**config.mk**
```make
export PLATFORM = sky130hd
export DESIGN_NAME = regwb_scheduler_flat
export DESIGN_NICKNAME = d
export VERILOG_FILES = /design/src/rtl/regwb_pkg.sv /design/src/rtl/regwb_scheduler_if.sv /design/src/rtl/regwb_scoreboard.sv /design/src/rtl/regwb_scheduler.sv /design/src/flat_wrapper.sv
export SDC_FILE = /design/constraint.sdc
export NUM_CORES = 1
export LEC_CHECK = 0
export CAP_MARGIN = 20
export CORE_MARGIN = 4
export CORE_UTILIZATION = 40
export CTS_BUF_LIST = sky130_fd_sc_hd__clkbuf_8
export DETAILED_ROUTE_END_ITERATION = 8
export GPL_ROUTABILITY_DRIVEN = 0
export PLACE_DENSITY = 0.81
export SLEW_MARGIN = 0
export SYNTH_ARGS = -nofsm -noshare
export SYNTH_HDL_FRONTEND = slang
export SYNTH_SLANG_ARGS = --single-unit
export TNS_END_PERCENT = 10
```
**constraint.sdc**
```tcl
create_clock -name clk -period 6.1 [get_ports clk]
set_input_delay 1.22 -clock clk [delete_from_list [all_inputs] [get_ports clk]]
set_output_delay 1.22 -clock clk [all_outputs]
set_load 0.1 [all_outputs]
```
**src/rtl/regwb_pkg.sv**
```systemverilog
// Shared types for the register-file write-port scheduler: the writeback request
// record, the FP pair-index helper and the outstanding-counter sizing.
package regwb_pkg;

  localparam int MAX_OUT_LIMIT = 15;
  localparam int OUT_W = $clog2(MAX_OUT_LIMIT + 1);

  typedef struct packed {
    logic        we;
    logic        fp;
    logic        dbl;
    logic [4:0]  addr;
    logic [31:0] data0;
    logic [31:0] data1;
  } wb_req_t;

  // Second register of a pair; f31 pairs with f0.
  function automatic logic [4:0] pair_idx(input logic [4:0] idx);
    return idx + 5'd1;
  endfunction

endpackage

```
**src/rtl/regwb_scheduler_if.sv**
```systemverilog
// Core / FPU / register-file signal bundle of regwb_scheduler; master is the
// surrounding datapath, slave is the scheduler.
interface regwb_scheduler_if;
  logic        ins_valid;
  logic        ins_regwrite;
  logic        ins_long;
  logic        ins_fp;
  logic        ins_double;
  logic [4:0]  ins_dst;
  logic [4:0]  ins_src0;
  logic [4:0]  ins_src1;
  logic        ins_src_fp0;
  logic        ins_src_fp1;
  logic        ins_src_dbl;
  logic [31:0] ins_wdata0;
  logic [31:0] ins_wdata1;
  logic        fpu_valid;
  logic [4:0]  fpu_dst;
  logic        fpu_double;
  logic [31:0] fpu_data0;
  logic [31:0] fpu_data1;
  logic        fpu_ready;
  logic        stall;
  logic        rf_we;
  logic        rf_fp;
  logic        rf_double;
  logic [4:0]  rf_waddr;
  logic [31:0] rf_wdata0;
  logic [31:0] rf_wdata1;

  modport master (
    output ins_valid, ins_regwrite, ins_long, ins_fp, ins_double,
           ins_dst, ins_src0, ins_src1, ins_src_fp0, ins_src_fp1, ins_src_dbl,
           ins_wdata0, ins_wdata1,
           fpu_valid, fpu_dst, fpu_double, fpu_data0, fpu_data1,
    input  fpu_ready, stall, rf_we, rf_fp, rf_double, rf_waddr, rf_wdata0, rf_wdata1
  );

  modport slave (
    input  ins_valid, ins_regwrite, ins_long, ins_fp, ins_double,
           ins_dst, ins_src0, ins_src1, ins_src_fp0, ins_src_fp1, ins_src_dbl,
           ins_wdata0, ins_wdata1,
           fpu_valid, fpu_dst, fpu_double, fpu_data0, fpu_data1,
    output fpu_ready, stall, rf_we, rf_fp, rf_double, rf_waddr, rf_wdata0, rf_wdata1
  );
endinterface

```
**src/rtl/regwb_scoreboard.sv**
```systemverilog
// FP scoreboard: busy bit per FP register with an outstanding long-op counter;
// evaluates RAW/WAW hazard and the full condition from pre-edge state.
module regwb_scoreboard
  import regwb_pkg::*;
#(
  parameter int MAX_OUT = 4
) (
  input  logic       clk,
  input  logic       rst,
  input  logic       ins_valid,
  input  logic       ins_regwrite,
  input  logic       ins_long,
  input  logic       ins_fp,
  input  logic       ins_double,
  input  logic [4:0] ins_dst,
  input  logic [4:0] ins_src0,
  input  logic [4:0] ins_src1,
  input  logic       ins_src_fp0,
  input  logic       ins_src_fp1,
  input  logic       ins_src_dbl,
  input  logic       issue,
  input  logic       clear,
  input  logic [4:0] clr_dst,
  input  logic       clr_double,
  output logic       hazard,
  output logic       full
);

  if (MAX_OUT < 1 || MAX_OUT > MAX_OUT_LIMIT) begin : g_bad_max_out
    $error("regwb_scoreboard: MAX_OUT must be within 1..15");
  end

  function automatic logic [31:0] reg_mask(input logic [4:0] idx, input logic dbl);
    logic [31:0] m;
    m = '0;
    m[idx] = 1'b1;
    if (dbl) m[pair_idx(idx)] = 1'b1;
    return m;
  endfunction

  logic [31:0]      busy_q;
  logic [31:0]      busy_d;
  logic [OUT_W-1:0] out_q;
  logic             src0_hz;
  logic             src1_hz;
  logic             dst_hz;
  logic             dec;

  assign src0_hz = ins_src_fp0 & (|(busy_q & reg_mask(ins_src0, ins_src_dbl)));
  assign src1_hz = ins_src_fp1 & (|(busy_q & reg_mask(ins_src1, ins_src_dbl)));
  assign dst_hz  = ins_fp & (ins_regwrite | ins_long) & (|(busy_q & reg_mask(ins_dst, ins_double)));
  assign hazard  = ins_valid & (src0_hz | src1_hz | dst_hz);
  assign full    = ins_valid & ins_long & (out_q == OUT_W'(MAX_OUT));

  // A stray completion must never wrap the counter below zero.
  assign dec = clear & (out_q != '0);

  always_comb begin
    busy_d = busy_q;
    if (clear) busy_d = busy_d & ~reg_mask(clr_dst, clr_double);
    if (issue) busy_d = busy_d | reg_mask(ins_dst, ins_double);
  end

  always_ff @(posedge clk or posedge rst) begin
    if (rst) begin
      busy_q <= '0;
      out_q  <= '0;
    end else begin
      busy_q <= busy_d;
      case ({issue, dec})
        2'b10:   out_q <= out_q + OUT_W'(1);
        2'b01:   out_q <= out_q - OUT_W'(1);
        default: out_q <= out_q;
      endcase
      if (clear) begin
        assert (busy_q[clr_dst])
          else $warning("regwb_scoreboard: completion for idle destination %0d", clr_dst);
      end
    end
  end

endmodule

```
**src/rtl/regwb_scheduler.sv**
```systemverilog
// Register-file write-port arbiter between single-cycle core results and FPU
// completions, with FP scoreboard stalls. Optional macro: REGWB_AGE_GUARD_EN.
module regwb_scheduler
  import regwb_pkg::*;
#(
  parameter int MAX_OUT   = 4,
  parameter int AGE_LIMIT = 3
) (
  input logic              clk,
  input logic              rst,
  regwb_scheduler_if.slave bus
);

  if (AGE_LIMIT < 1) begin : g_bad_age_limit
    $error("regwb_scheduler: AGE_LIMIT must be at least 1");
  end

  logic    hazard;
  logic    full;
  logic    fast_req;
  logic    fpu_wins;
  logic    accept;
  logic    fast_grant;
  logic    issue;
  wb_req_t wb;

  regwb_scoreboard #(
    .MAX_OUT (MAX_OUT)
  ) u_scoreboard (
    .clk          (clk),
    .rst          (rst),
    .ins_valid    (bus.ins_valid),
    .ins_regwrite (bus.ins_regwrite),
    .ins_long     (bus.ins_long),
    .ins_fp       (bus.ins_fp),
    .ins_double   (bus.ins_double),
    .ins_dst      (bus.ins_dst),
    .ins_src0     (bus.ins_src0),
    .ins_src1     (bus.ins_src1),
    .ins_src_fp0  (bus.ins_src_fp0),
    .ins_src_fp1  (bus.ins_src_fp1),
    .ins_src_dbl  (bus.ins_src_dbl),
    .issue        (issue),
    .clear        (accept),
    .clr_dst      (bus.fpu_dst),
    .clr_double   (bus.fpu_double),
    .hazard       (hazard),
    .full         (full)
  );

  assign fast_req = bus.ins_valid & bus.ins_regwrite & ~bus.ins_long & ~hazard;

`ifdef REGWB_AGE_GUARD_EN
  localparam int AGE_W = $clog2(AGE_LIMIT + 1);

  logic [AGE_W-1:0] age_q;
  logic             age_hit;

  // The core keeps priority until a waiting completion has lost AGE_LIMIT times.
  assign age_hit  = (age_q == AGE_W'(AGE_LIMIT));
  assign fpu_wins = bus.fpu_valid & (~fast_req | age_hit);

  always_ff @(posedge clk or posedge rst) begin
    if (rst) begin
      age_q <= '0;
    end else if (accept) begin
      age_q <= '0;
    end else if (bus.fpu_valid && !age_hit) begin
      age_q <= age_q + AGE_W'(1);
    end
  end
`else
  assign fpu_wins = bus.fpu_valid;
`endif

  assign accept     = fpu_wins & ~rst;
  assign fast_grant = fast_req & ~fpu_wins & ~rst;
  assign bus.stall  = rst | hazard | full | (fast_req & fpu_wins);
  assign issue      = bus.ins_valid & bus.ins_long & ~bus.stall;

  always_comb begin
    wb = '0;
    if (accept) begin
      wb.we    = 1'b1;
      wb.fp    = 1'b1;
      wb.dbl   = bus.fpu_double;
      wb.addr  = bus.fpu_dst;
      wb.data0 = bus.fpu_data0;
      wb.data1 = bus.fpu_data1;
    end else if (fast_grant) begin
      wb.we    = 1'b1;
      wb.fp    = bus.ins_fp;
      wb.dbl   = bus.ins_double;
      wb.addr  = bus.ins_dst;
      wb.data0 = bus.ins_wdata0;
      wb.data1 = bus.ins_wdata1;
    end
  end

  assign bus.fpu_ready = accept;
  assign bus.rf_we     = wb.we;
  assign bus.rf_fp     = wb.fp;
  assign bus.rf_double = wb.dbl;
  assign bus.rf_waddr  = wb.addr;
  assign bus.rf_wdata0 = wb.data0;
  assign bus.rf_wdata1 = wb.data1;

endmodule
```
**src/flat_wrapper.sv**
```systemverilog
// flat-port wrapper written by rule: the top's interface ports become plain ports
module regwb_scheduler_flat import regwb_pkg::*;
#(
  parameter int MAX_OUT   = 4,
  parameter int AGE_LIMIT = 3
)
  (clk, rst, bus_ins_valid, bus_ins_regwrite, bus_ins_long, bus_ins_fp, bus_ins_double, bus_ins_dst, bus_ins_src0, bus_ins_src1, bus_ins_src_fp0, bus_ins_src_fp1, bus_ins_src_dbl, bus_ins_wdata0, bus_ins_wdata1, bus_fpu_valid, bus_fpu_dst, bus_fpu_double, bus_fpu_data0, bus_fpu_data1, bus_fpu_ready, bus_stall, bus_rf_we, bus_rf_fp, bus_rf_double, bus_rf_waddr, bus_rf_wdata0, bus_rf_wdata1);
  regwb_scheduler_if bus_i ();
  input logic clk;
  input logic rst;
  input wire logic [$bits(bus_i.ins_valid)-1:0] bus_ins_valid;
  input wire logic [$bits(bus_i.ins_regwrite)-1:0] bus_ins_regwrite;
  input wire logic [$bits(bus_i.ins_long)-1:0] bus_ins_long;
  input wire logic [$bits(bus_i.ins_fp)-1:0] bus_ins_fp;
  input wire logic [$bits(bus_i.ins_double)-1:0] bus_ins_double;
  input wire logic [$bits(bus_i.ins_dst)-1:0] bus_ins_dst;
  input wire logic [$bits(bus_i.ins_src0)-1:0] bus_ins_src0;
  input wire logic [$bits(bus_i.ins_src1)-1:0] bus_ins_src1;
  input wire logic [$bits(bus_i.ins_src_fp0)-1:0] bus_ins_src_fp0;
  input wire logic [$bits(bus_i.ins_src_fp1)-1:0] bus_ins_src_fp1;
  input wire logic [$bits(bus_i.ins_src_dbl)-1:0] bus_ins_src_dbl;
  input wire logic [$bits(bus_i.ins_wdata0)-1:0] bus_ins_wdata0;
  input wire logic [$bits(bus_i.ins_wdata1)-1:0] bus_ins_wdata1;
  input wire logic [$bits(bus_i.fpu_valid)-1:0] bus_fpu_valid;
  input wire logic [$bits(bus_i.fpu_dst)-1:0] bus_fpu_dst;
  input wire logic [$bits(bus_i.fpu_double)-1:0] bus_fpu_double;
  input wire logic [$bits(bus_i.fpu_data0)-1:0] bus_fpu_data0;
  input wire logic [$bits(bus_i.fpu_data1)-1:0] bus_fpu_data1;
  output wire logic [$bits(bus_i.fpu_ready)-1:0] bus_fpu_ready;
  output wire logic [$bits(bus_i.stall)-1:0] bus_stall;
  output wire logic [$bits(bus_i.rf_we)-1:0] bus_rf_we;
  output wire logic [$bits(bus_i.rf_fp)-1:0] bus_rf_fp;
  output wire logic [$bits(bus_i.rf_double)-1:0] bus_rf_double;
  output wire logic [$bits(bus_i.rf_waddr)-1:0] bus_rf_waddr;
  output wire logic [$bits(bus_i.rf_wdata0)-1:0] bus_rf_wdata0;
  output wire logic [$bits(bus_i.rf_wdata1)-1:0] bus_rf_wdata1;
  assign bus_i.ins_valid = bus_ins_valid;
  assign bus_i.ins_regwrite = bus_ins_regwrite;
  assign bus_i.ins_long = bus_ins_long;
  assign bus_i.ins_fp = bus_ins_fp;
  assign bus_i.ins_double = bus_ins_double;
  assign bus_i.ins_dst = bus_ins_dst;
  assign bus_i.ins_src0 = bus_ins_src0;
  assign bus_i.ins_src1 = bus_ins_src1;
  assign bus_i.ins_src_fp0 = bus_ins_src_fp0;
  assign bus_i.ins_src_fp1 = bus_ins_src_fp1;
  assign bus_i.ins_src_dbl = bus_ins_src_dbl;
  assign bus_i.ins_wdata0 = bus_ins_wdata0;
  assign bus_i.ins_wdata1 = bus_ins_wdata1;
  assign bus_i.fpu_valid = bus_fpu_valid;
  assign bus_i.fpu_dst = bus_fpu_dst;
  assign bus_i.fpu_double = bus_fpu_double;
  assign bus_i.fpu_data0 = bus_fpu_data0;
  assign bus_i.fpu_data1 = bus_fpu_data1;
  assign bus_fpu_ready = bus_i.fpu_ready;
  assign bus_stall = bus_i.stall;
  assign bus_rf_we = bus_i.rf_we;
  assign bus_rf_fp = bus_i.rf_fp;
  assign bus_rf_double = bus_i.rf_double;
  assign bus_rf_waddr = bus_i.rf_waddr;
  assign bus_rf_wdata0 = bus_i.rf_wdata0;
  assign bus_rf_wdata1 = bus_i.rf_wdata1;
  regwb_scheduler #(.MAX_OUT(MAX_OUT), .AGE_LIMIT(AGE_LIMIT)) u_core (.clk(clk), .rst(rst), .bus(bus_i));
endmodule
```
==> results of run 1 <==
## routing by layer
metal / routed length (µm) / vias to the layer above
li1: - / 2753
met1: 7690 / 2752
met2: 10600 / 469
met3: 2820 / 92
met4: 761 / 10
met5: 73 / -
## sequential cells by signal, summed over array words and instances (netlist names)
register	cells
u_core.u_scoreboard.out_q	4
u_core.u_scoreboard.busy_q	32
## worst min path at each step
stage / from / to / slack, ns / cells past startpoint
CTS: u_core.u_scoreboard.out_q[3]$_DFFE_PP0P_ / u_core.u_scoreboard.out_q[3]$_DFFE_PP0P_ / 0.49 / 1
global route: u_core.u_scoreboard.out_q[3]$_DFFE_PP0P_ / u_core.u_scoreboard.out_q[3]$_DFFE_PP0P_ / 0.50 / 1
global placement: u_core.u_scoreboard.out_q[3]$_DFFE_PP0P_ / u_core.u_scoreboard.out_q[3]$_DFFE_PP0P_ / 0.46 / 1
detailed placement: u_core.u_scoreboard.out_q[3]$_DFFE_PP0P_ / u_core.u_scoreboard.out_q[3]$_DFFE_PP0P_ / 0.47 / 1
floorplan: u_core.u_scoreboard.out_q[3]$_DFFE_PP0P_ / u_core.u_scoreboard.out_q[3]$_DFFE_PP0P_ / 0.44 / 1
finish: u_core.u_scoreboard.out_q[3]$_DFFE_PP0P_ / u_core.u_scoreboard.out_q[3]$_DFFE_PP0P_ / 0.48 / 1
## layout make-up
cell class / instances / area [µm²] / area share
multi-input cells: 488 / 3030 / 0.394
clock buffers: 5 / 68.8 / 0.00894
repair buffers: 245 / 3150 / 0.410
clock inverters: 3 / 38.8 / 0.00504
well taps: 140 / 175 / 0.0228
inverters: 87 / 327 / 0.0424
flip-flops and latches: 36 / 901 / 0.117
## power by group through the flow
| stage | sequential [mW] | combinational [mW] | clock [mW] |
|---|---|---|---|
| after floorplan | 0.332 | 0.452 | 0 |
| after global placement | 0.360 | 0.711 | 0 |
| after detailed placement | 0.365 | 0.731 | 0 |
| after CTS | 0.361 | 0.735 | 0.206 |
| after global routing | 0.371 | 0.786 | 0.219 |
| final | 0.369 | 0.743 | 0.207 |
## synthesized netlist by cell type (6+ instances only)
master	instances	area (µm²)
sky130_fd_sc_hd__nor2_1	19	71.3
sky130_fd_sc_hd__mux2i_1	15	150
sky130_fd_sc_hd__a31oi_1	8	50.1
sky130_fd_sc_hd__o31ai_1	27	203
sky130_fd_sc_hd__clkbuf_1	23	86.3
sky130_fd_sc_hd__nand2b_1	12	75.1
sky130_fd_sc_hd__a21oi_1	18	90.1
sky130_fd_sc_hd__o21ai_0	108	541
sky130_fd_sc_hd__dfrtp_1	36	901
sky130_fd_sc_hd__buf_4	6	45.0
sky130_fd_sc_hd__o22ai_1	6	37.5
sky130_fd_sc_hd__nor2b_1	9	56.3
sky130_fd_sc_hd__mux2_2	7	78.8
sky130_fd_sc_hd__nand3_1	15	75.1
sky130_fd_sc_hd__nand3b_1	8	60.1
sky130_fd_sc_hd__o221ai_1	6	52.6
sky130_fd_sc_hd__nand2_1	103	387
sky130_fd_sc_hd__buf_2	10	50.1
sky130_fd_sc_hd__or3_1	14	87.6
sky130_fd_sc_hd__clkbuf_2	7	35.0
sky130_fd_sc_hd__inv_1	86	323
sky130_fd_sc_hd__nand4_1	17	106
sky130_fd_sc_hd__nor3_1	10	50.1
## cells by family after synthesis
family | after synthesis
flip-flops | 36
AND/OR/NAND/NOR | 236
AO/OA/AOI/OAI | 217
XOR/XNOR | 4
buffers and inverters | 140
adder cells (fa/ha/maj) | 4
multiplexers | 27
## per-stage QoR
stage | worst slack, ns | utilization
2_1_floorplan | -0.161 | -
3_3_place_gp | 0.316 | 0.694
3_5_place_dp | 0.174 | 0.694
4_1_cts | 0.168 | 0.703
5_1_grt | 0.0576 | 0.704
6_report | 0.200 | 0.704
==> impl_results.html, run 1 <==
<table>
<tr><th>Metric</th><th>Value</th></tr>
<tr><th colspan="2">Final layout</th></tr>
<tr><td>Post-route cell area</td><td>7690 µm²</td></tr>
<tr><td>Net count, final</td><td>slightly above 1000</td></tr>
<tr><td>Antenna diodes</td><td>0</td></tr>
<tr><td>Filler cell count</td><td>between 800 and 900</td></tr>
<tr><td>Most used cells in the layout excluding fill and tap cells</td><td>158 x sky130_fd_sc_hd__clkdlybuf4s50_1, 108 x sky130_fd_sc_hd__o21ai_0, 103 x sky130_fd_sc_hd__nand2_1</td></tr>
<tr><td>Area added between synthesis and finish</td><td>70.8%</td></tr>
<tr><td>Cell Count, Final, Fillers Out</td><td>1004</td></tr>
<tr><td>Layout cells sized above 1</td><td>0.141</td></tr>
<tr><td>Most frequent standard cell in the layout excluding fill and tap cells</td><td>sky130_fd_sc_hd__clkdlybuf4s50_1</td></tr>
<tr><th colspan="2">Synth</th></tr>
<tr><td>Post-Syn Area per Cell</td><td>between 6 and 7 µm²</td></tr>
<tr><td>Nets in the synthesized netlist</td><td>828</td></tr>
<tr><td>Largest family of logic cells by synthesized area</td><td>compound AO/OA/AOI/OAI gates</td></tr>
<tr><td>Share of flip-flops with an asynchronous set or reset</td><td>1.00</td></tr>
<tr><td>Post-synthesis instance area</td><td>about 4500 µm²</td></tr>
<tr><td>Primary flip-flop cell chosen by synthesis mapping</td><td>sky130_fd_sc_hd__dfrtp_1</td></tr>
<tr><td>Cell count after synthesis</td><td>about 660</td></tr>
<tr><td>Parity-gate share of the synthesized area counting xor and xnor cells</td><td>0.00778</td></tr>
<tr><td>Synth Area in Compound Gates</td><td>0.311</td></tr>
<tr><td>Portion of netlist area occupied by mux cells</td><td>0.0758</td></tr>
<tr><td>Post-synthesis simple-gate area fraction</td><td>0.263</td></tr>
<tr><td>Post-synthesis adder-cell area fraction</td><td>0.0128</td></tr>
<tr><td>Sequential-to-total area share from yosys stat</td><td>0.200</td></tr>
<tr><td>#FFs+latches synth</td><td>36</td></tr>
<tr><td>Yosys synthesis warning count</td><td>0</td></tr>
<tr><td>Number of enable-type register cells in the synthesized netlist</td><td>0</td></tr>
<tr><td>Number of library cell types mapped by synthesis</td><td>64</td></tr>
<tr><th colspan="2">Setup path</th></tr>
<tr><td>Instance count on the critical path</td><td>11</td></tr>
<tr><td>Number of buffer and inverter instances along the worst setup path</td><td>5</td></tr>
<tr><td>Crit path launch type</td><td>input pin</td></tr>
<tr><td>Required time at the worst-slack endpoint</td><td>4.88 ns</td></tr>
<tr><td>Worst setup path startpoint</td><td>bus_ins_dst[3]</td></tr>
<tr><td>Largest stage delay, worst path</td><td>between 0.5 and 0.6 ns</td></tr>
<tr><td>Critical Path Sink</td><td>bus_rf_wdata0[29]</td></tr>
<tr><td>Worst reg2reg path depth</td><td>15</td></tr>
<tr><td>Worst Path Max Fanout</td><td>70</td></tr>
<tr><td>Chain of cells forming the critical path</td><td>clkdlybuf4s50_1 &gt; buf_4 &gt; clkinv_1 &gt; a32o_1 &gt; a32oi_1 &gt; nand4_1 &gt; o221ai_2 &gt; nand4_1 &gt; buf_4 &gt; o21ai_0 &gt; buf_12</td></tr>
<tr><td>Worst path arrival time</td><td>roughly 4.7 ns</td></tr>
<tr><td>Crit Path Category</td><td>input pin to primary output</td></tr>
<tr><td>Critical register-to-register path startpoint</td><td>u_core.u_scoreboard.busy_q[31]$_DFF_PP0_</td></tr>
<tr><td>Slowest stage cell on the critical path</td><td>sky130_fd_sc_hd__clkdlybuf4s50_1</td></tr>
<tr><td>Setup slack of the worst register-to-register path</td><td>2.13 ns</td></tr>
<tr><td>Reg2Reg Capture Point</td><td>u_core.u_scoreboard.out_q[3]$_DFFE_PP0P_</td></tr>
<tr><td>Gate family responsible for the most delay along the worst path</td><td>buffers and inverters</td></tr>
<tr><td>Nature of the critical path endpoint</td><td>primary output</td></tr>
<tr><th colspan="2">Clock network</th></tr>
<tr><td>CTS Buf Count</td><td>5</td></tr>
<tr><td>Number of instances resized during post-cts repair</td><td>0</td></tr>
<tr><td>CTS tree</td><td>yes</td></tr>
<tr><td>Number of hold buffers added after cts</td><td>0</td></tr>
<tr><td>Clock-pin slew on the worst setup and hold paths</td><td>about 0.070 ns</td></tr>
<tr><td>Clk_lat worst skew</td><td>between 0.2 and 0.3 ns</td></tr>
<tr><td>Post-CTS setup-driven buffer insertion count</td><td>0</td></tr>
<tr><td>CTS HTree Levels</td><td>2</td></tr>
<tr><td>Root buf cell</td><td>sky130_fd_sc_hd__clkbuf_8</td></tr>
<tr><td>Number of clock sinks seen by CTS</td><td>36</td></tr>
<tr><td>Maximum clock insertion buffer count</td><td>2</td></tr>
<tr><th colspan="2">STA</th></tr>
<tr><td>Post-Route Setup TNS</td><td>0 ns</td></tr>
<tr><td>Count of final max-slew check failures</td><td>0</td></tr>
<tr><td>Maximum clock skew at final layout</td><td>0.00699 ns</td></tr>
<tr><td>Portion of the clock cycle consumed by the worst path in the final layout</td><td>0.967</td></tr>
<tr><td>Least-Margin Pin Slew</td><td>between 0.7 and 0.8 ns</td></tr>
<tr><td>Tightest hold margin</td><td>approximately 0.48 ns</td></tr>
<tr><td>Setup repair after global routing missed its margin</td><td>no</td></tr>
<tr><td>Minimum clock period</td><td>between 5 and 6 ns</td></tr>
<tr><td>Number of endpoints with negative hold slack in the final report</td><td>0</td></tr>
<tr><td>Setup violators final</td><td>0</td></tr>
<tr><td>Worst-case headroom to the max-slew limit</td><td>0.496</td></tr>
<tr><td>Achievable frequency</td><td>between 150 and 200 MHz</td></tr>
<tr><th colspan="2">Placement</th></tr>
<tr><td>Number of placed instances, taps included</td><td>996</td></tr>
<tr><td>HPWL after detailed placement</td><td>roughly 18 mm</td></tr>
<tr><td>Cell area reported after detailed placement</td><td>roughly 7600 µm²</td></tr>
<tr><td># port buffers</td><td>233</td></tr>
<tr><th colspan="2">Floorplanning</th></tr>
<tr><td>Die Area</td><td>13000 µm²</td></tr>
<tr><td>Boundary Pins</td><td>~230</td></tr>
<tr><td>Width of the chip</td><td>between 100 and 150 µm</td></tr>
<tr><td>Core box area</td><td>between 10000 and 15000 µm²</td></tr>
<tr><td>Count of standard-cell rows</td><td>38</td></tr>
<tr><td>Effective utilization at floorplan</td><td>0.412</td></tr>
<tr><td>Die boundary height</td><td>between 100 and 150 µm</td></tr>
<tr><th colspan="2">Global routing</th></tr>
<tr><td>GRT met3 Usage</td><td>0.111</td></tr>
<tr><td>GR Layer Usage met2</td><td>0.545</td></tr>
<tr><td>Wire length of the first global-routing pass</td><td>33.1 mm</td></tr>
<tr><td>Met1 usage in global routing</td><td>0.393</td></tr>
<tr><td>Number of antenna violations at the first check in global routing</td><td>5</td></tr>
<tr><td>Largest net degree at the start of global routing</td><td>approximately 70</td></tr>
<tr><td>Vias in the first global route</td><td>about 5900</td></tr>
<tr><td>Layer with the highest usage after global routing</td><td>met2</td></tr>
<tr><td>Global route overflow</td><td>0</td></tr>
<tr><td>Global-route usage over all layers</td><td>0.323</td></tr>
<tr><th colspan="2">Hold path</th></tr>
<tr><td>Path type of the worst min-delay path</td><td>flip-flop to flip-flop</td></tr>
<tr><th colspan="2">Detailed routing</th></tr>
<tr><td>Vias post-DR</td><td>6076</td></tr>
<tr><td>Average wire per standard cell</td><td>between 20 and 25 µm</td></tr>
<tr><td>Drt total wl</td><td>~22 mm</td></tr>
<tr><td>Total DRC errors in the routed layout</td><td>0</td></tr>
<tr><td>Starting DRT DRC Count</td><td>1020</td></tr>
<tr><td>Detail-routed via count per cell</td><td>6.05</td></tr>
<tr><td>Remaining number of nets flagged by the antenna check after routing</td><td>0</td></tr>
<tr><td>First-pass DRT Iterations</td><td>6</td></tr>
<tr><th colspan="2">Job</th></tr>
<tr><td>Maximum capacitance violations</td><td>0</td></tr>
<tr><th colspan="2">Pwr</th></tr>
<tr><td>Post-route total power</td><td>between 1 and 1.5 mW</td></tr>
<tr><td>Combinational cell fraction of total power</td><td>0.564</td></tr>
<tr><td>IR drop worst, VDD</td><td>approximately 0.093 mV</td></tr>
<tr><td>Switching Power</td><td>around 0.60 mW</td></tr>
<tr><td>Sequential Power Share</td><td>0.280</td></tr>
<tr><td>Switching Fraction</td><td>0.455</td></tr>
<tr><td>Pwr/cell area</td><td>around 170 nW/µm²</td></tr>
<tr><td>Clock share of power</td><td>0.157</td></tr>
<tr><td>Leakage dissipation</td><td>about 3.2 nW</td></tr>
<tr><td>Internal Dissipation</td><td>~0.72 mW</td></tr>
<tr><th colspan="2">Outcome</th></tr>
<tr><td>Status</td><td>finished, final reports clean</td></tr>
</table>
Note: power is estimated with default switching activity, not from simulation.
==> run 2, diff against run 1 <==
GPL_ROUTABILITY_DRIVEN = default   (was 0)
==> run 2 against run 1 <==
Effect of this change:
- flip-flop and latch count stayed put
- critical endpoint is now bus_rf_wdata0[16]
- clock power is essentially flat
- clock-buffer cell count is the same
- setup slack improved by 0.10 ns
- largest power group unchanged
- non-clock buffer count is 2 higher
- power about the same
==> impl_results.html, run 2 (same netlist as run 1, synthesis figures left out) <==
<table>
<tr><th>Metric</th><th>Value</th></tr>
<tr><th colspan="2">Clock network</th></tr>
<tr><td>CTS HTree Levels</td><td>2 (unchanged)</td></tr>
<tr><td>Number of hold buffers added after cts</td><td>0 (unchanged)</td></tr>
<tr><td>Post-CTS setup-driven buffer insertion count</td><td>0 (unchanged)</td></tr>
<tr><td>Root buf cell</td><td>sky130_fd_sc_hd__clkbuf_8</td></tr>
<tr><td>Clock-pin slew on the worst setup and hold paths</td><td>0.07 ns (about the same)</td></tr>
<tr><td>Maximum clock insertion buffer count</td><td>2 (unchanged)</td></tr>
<tr><td>CTS Buf Count</td><td>5 (unchanged)</td></tr>
<tr><td>Number of instances resized during post-cts repair</td><td>0 (unchanged)</td></tr>
<tr><td>Clk_lat worst skew</td><td>0.29 ns (about the same)</td></tr>
<tr><td>Number of clock sinks seen by CTS</td><td>36 (unchanged)</td></tr>
<tr><td>CTS tree</td><td>yes</td></tr>
<tr><th colspan="2">STA</th></tr>
<tr><td>Number of endpoints with negative hold slack in the final report</td><td>0 (unchanged)</td></tr>
<tr><td>Setup repair after global routing missed its margin</td><td>no</td></tr>
<tr><td>Portion of the clock cycle consumed by the worst path in the final layout</td><td>0.951 (-0.0167)</td></tr>
<tr><td>Count of final max-slew check failures</td><td>0 (unchanged)</td></tr>
<tr><td>Tightest hold margin</td><td>0.478 ns (-0.00278 ns)</td></tr>
<tr><td>Minimum clock period</td><td>5.80 ns (-0.102 ns)</td></tr>
<tr><td>Maximum clock skew at final layout</td><td>0.00875 ns (+0.00175 ns)</td></tr>
<tr><td>Setup violators final</td><td>0 (unchanged)</td></tr>
<tr><td>Least-Margin Pin Slew</td><td>0.740 ns (-0.0139 ns)</td></tr>
<tr><td>Achievable frequency</td><td>172 MHz (+1.8%)</td></tr>
<tr><td>Worst-case headroom to the max-slew limit</td><td>0.506 (+0.00926)</td></tr>
<tr><th colspan="2">Final layout</th></tr>
<tr><td>Net count, final</td><td>1029 (+0.19%)</td></tr>
<tr><td>Largest reg by FF count</td><td>u_core.u_scoreboard.busy_q</td></tr>
<tr><td>Cell Count, Final, Fillers Out</td><td>1009 (+0.50%)</td></tr>
<tr><td>Area added between synthesis and finish</td><td>71.4%</td></tr>
<tr><td>Max reg flops</td><td>32 (unchanged)</td></tr>
<tr><td>Most frequent standard cell in the layout excluding fill and tap cells</td><td>sky130_fd_sc_hd__clkdlybuf4s50_1</td></tr>
<tr><td>Post-Route Utilization</td><td>0.706 (+0.00229)</td></tr>
<tr><td>Filler cell count</td><td>849 (+5.7%)</td></tr>
<tr><td>Most used cells in the layout excluding fill and tap cells</td><td>159 x sky130_fd_sc_hd__clkdlybuf4s50_1, 107 x sky130_fd_sc_hd__o21ai_0, 103 x sky130_fd_sc_hd__nand2_1</td></tr>
<tr><td>Registers with the most flip-flops</td><td>u_core.u_scoreboard.busy_q (32), u_core.u_scoreboard.out_q (4)</td></tr>
<tr><td>Layout cells sized above 1</td><td>0.144 (+0.00314)</td></tr>
<tr><th colspan="2">Setup path</th></tr>
<tr><td>Crit Path Category</td><td>input pin to primary output</td></tr>
<tr><td>Worst path arrival time</td><td>4.58 ns (-0.10 ns)</td></tr>
<tr><td>Largest stage delay, worst path</td><td>0.55 ns (about the same)</td></tr>
<tr><td>Nature of the critical path endpoint</td><td>primary output</td></tr>
<tr><td>Crit path launch type</td><td>input pin</td></tr>
<tr><td>Slowest stage cell on the critical path</td><td>sky130_fd_sc_hd__clkdlybuf4s50_1</td></tr>
<tr><td>Worst Path Max Fanout</td><td>70 (unchanged)</td></tr>
<tr><td>Chain of cells forming the critical path</td><td>clkdlybuf4s50_1 &gt; buf_4 &gt; and4b_1 &gt; o22ai_1 &gt; nand2_1 &gt; a32o_1 &gt; a2111oi_1 &gt; nand4_1 &gt; buf_4 &gt; o21ai_0 &gt; buf_12</td></tr>
<tr><td>Cell repeated most along the worst path</td><td>sky130_fd_sc_hd__buf_4</td></tr>
<tr><td>Required time at the worst-slack endpoint</td><td>4.88 ns (about the same)</td></tr>
<tr><th colspan="2">Detailed routing</th></tr>
<tr><td>Starting DRT DRC Count</td><td>870 (-15%)</td></tr>
<tr><td>Remaining number of nets flagged by the antenna check after routing</td><td>0 (unchanged)</td></tr>
<tr><td>Drt total wl</td><td>21.8 mm (-0.33%)</td></tr>
<tr><td>First-pass DRT Iterations</td><td>5 (-1)</td></tr>
<tr><td>Detail-routed via count per cell</td><td>6.02 (-0.56%)</td></tr>
<tr><td>Met3 wire len</td><td>2.45 mm (-13%)</td></tr>
<tr><td>Length of routed wiring on met1</td><td>7.88 mm (+2.5%)</td></tr>
<tr><td>Uppermost layer routed</td><td>met5</td></tr>
<tr><td>Total DRC errors in the routed layout</td><td>0 (unchanged)</td></tr>
<tr><td>Vias post-DR</td><td>6072 (-0.066%)</td></tr>
<tr><td>Average wire per standard cell</td><td>21.6 µm (-0.82%)</td></tr>
<tr><td>Met2 wire length</td><td>10.8 mm (+2.8%)</td></tr>
<tr><th colspan="2">Pwr</th></tr>
<tr><td>Clock share of power</td><td>0.159 (+0.002)</td></tr>
<tr><td>Pwr/cell area</td><td>171 nW/µm² (-0.26%)</td></tr>
<tr><td>Combinational cell fraction of total power</td><td>0.563 (about the same)</td></tr>
<tr><td>Internal Dissipation</td><td>0.720 mW (+0.17%)</td></tr>
<tr><td>Switching Power</td><td>0.600 mW (about the same)</td></tr>
<tr><td>IR drop worst, VDD</td><td>0.0874 mV (-6.5%)</td></tr>
<tr><td>Switching Fraction</td><td>0.455 (-0.000598)</td></tr>
<tr><td>Leakage dissipation</td><td>3.18 nW (-0.15%)</td></tr>
<tr><td>Sequential Power Share</td><td>0.278 (-0.002)</td></tr>
<tr><th colspan="2">Floorplanning</th></tr>
<tr><td>Boundary Pins</td><td>234 (unchanged)</td></tr>
<tr><td>Die boundary height</td><td>114 µm (unchanged)</td></tr>
<tr><td>Count of standard-cell rows</td><td>38 (unchanged)</td></tr>
<tr><td>Core box area</td><td>10900 µm² (unchanged)</td></tr>
<tr><td>Effective utilization at floorplan</td><td>0.412 (unchanged)</td></tr>
<tr><td>Die Area</td><td>13000 µm² (unchanged)</td></tr>
<tr><td>Width of the chip</td><td>114 µm (unchanged)</td></tr>
<tr><th colspan="2">Placement</th></tr>
<tr><td>HPWL after detailed placement</td><td>17.8 mm (+0.98%)</td></tr>
<tr><td>Placer Congestion</td><td>~1.0</td></tr>
<tr><td>Number of placed instances, taps included</td><td>998 (+0.20%)</td></tr>
<tr><td># port buffers</td><td>233 (unchanged)</td></tr>
<tr><th colspan="2">Global routing</th></tr>
<tr><td>Number of antenna violations at the first check in global routing</td><td>7 (+2)</td></tr>
<tr><td>Global-route usage over all layers</td><td>0.324 (+0.000663)</td></tr>
<tr><td>Vias in the first global route</td><td>5956 (+1.2%)</td></tr>
<tr><td>Largest net degree at the start of global routing</td><td>71 (unchanged)</td></tr>
<tr><td>Global route overflow</td><td>0 (unchanged)</td></tr>
<tr><td>Wire length of the first global-routing pass</td><td>33.0 mm (-0.17%)</td></tr>
<tr><th colspan="2">Outcome</th></tr>
<tr><td>Status</td><td>finished, final reports clean</td></tr>
<tr><th colspan="2">Job</th></tr>
<tr><td>Maximum capacitance violations</td><td>0 (unchanged)</td></tr>
<tr><th colspan="2">Hold path</th></tr>
<tr><td>Path type of the worst min-delay path</td><td>flip-flop to flip-flop</td></tr>
</table>
run 2: changes by cell type in the layout (fill, tap and decap cells not counted):
| cell | change |
|---|---|
| sky130_fd_sc_hd__a2111oi_0 | -1 |
| sky130_fd_sc_hd__a2111oi_1 | +1 |
| sky130_fd_sc_hd__clkinvlp_4 | +1 |
| sky130_fd_sc_hd__o21ai_1 | +1 |
| sky130_fd_sc_hd__clkdlybuf4s50_1 | +1 |
| sky130_fd_sc_hd__buf_4 | +2 |
| sky130_fd_sc_hd__dlymetal6s2s_1 | -1 |
| sky130_fd_sc_hd__diode_2 | +3 |
| sky130_fd_sc_hd__inv_1 | -1 |
| sky130_fd_sc_hd__o21ai_0 | -1 |
run 2: cell type report:
class                   count  area [µm²]  area share
diodes                      3        7.51    0.000972
clock buffers               5        68.8     0.00891
clock inverters             3        42.5     0.00551
inverters                  87         327      0.0423
multi-input cells         488        3030       0.393
flip-flops and latches     36         901       0.117
well taps                 140         175      0.0227
repair buffers            247        3170       0.410
run 2: power by group through the flow:
stage / Sequential (mW) / Combinational [mW] / Clock, mW
floorplan: 0.332 / 0.452 / 0
global placement: 0.360 / 0.713 / 0
detailed placement: 0.365 / 0.733 / 0
CTS: 0.361 / 0.736 / 0.208
global route: 0.371 / 0.786 / 0.219
finish: 0.367 / 0.743 / 0.210
run 2: worst paths after layout:
| check | end | slack [ns] | startpoint | depth (start not counted) |
|---|---|---|---|---|
| hold reg to reg | u_core.u_scoreboard.out_q[3]$_DFFE_PP0P_ | 0.48 | u_core.u_scoreboard.out_q[3]$_DFFE_PP0P_ | 1 |
| setup reg to reg | u_core.u_scoreboard.out_q[3]$_DFFE_PP0P_ | 2.15 | u_core.u_scoreboard.busy_q[31]$_DFF_PP0_ | 15 |
| hold / removal | u_core.u_scoreboard.out_q[3]$_DFFE_PP0P_ | 0.48 | u_core.u_scoreboard.out_q[3]$_DFFE_PP0P_ | 1 |
| setup / recovery | bus_rf_wdata0[16] | 0.30 | bus_ins_src0[1] | 11 |
| max in group asynchronous | u_core.u_scoreboard.busy_q[4]$_DFF_PP0_ | 4.34 | rst | 3 |
| min in group asynchronous | u_core.u_scoreboard.busy_q[18]$_DFF_PP0_ | 1.44 | rst | 3 |
run 2: per-stage QoR:
stage | worst slack, ns | total power [mW] | area, µm² | TNS, ns
global placement | 0.177 | 1.07 | 7600 | 0
finish | 0.301 | 1.32 | 7720 | 0
CTS | 0.155 | 1.30 | 7710 | 0
detailed placement | 0.168 | 1.10 | 7600 | 0
global route | 0.0755 | 1.38 | 7710 | 0
floorplan | -0.161 | 0.784 | 4520 | -11.29
run 2: worst max-delay path: cells and delay by family:
kind                   cells  cell delay (ns)
AOI/OAI and AO/OA          4             1.48
buffers and inverters      4             1.36
and+or+nand+nor            3             0.48
run 2: layer usage:
| layer | global-route usage | vias up |
|---|---|---|
| met3 | 0.0994 | 66 |
| met5 | 0 | - |
| li1 | - | 2764 |
| met4 | 0.0831 | 12 |
| met1 | 0.394 | 2839 |
| met2 | 0.558 | 391 |
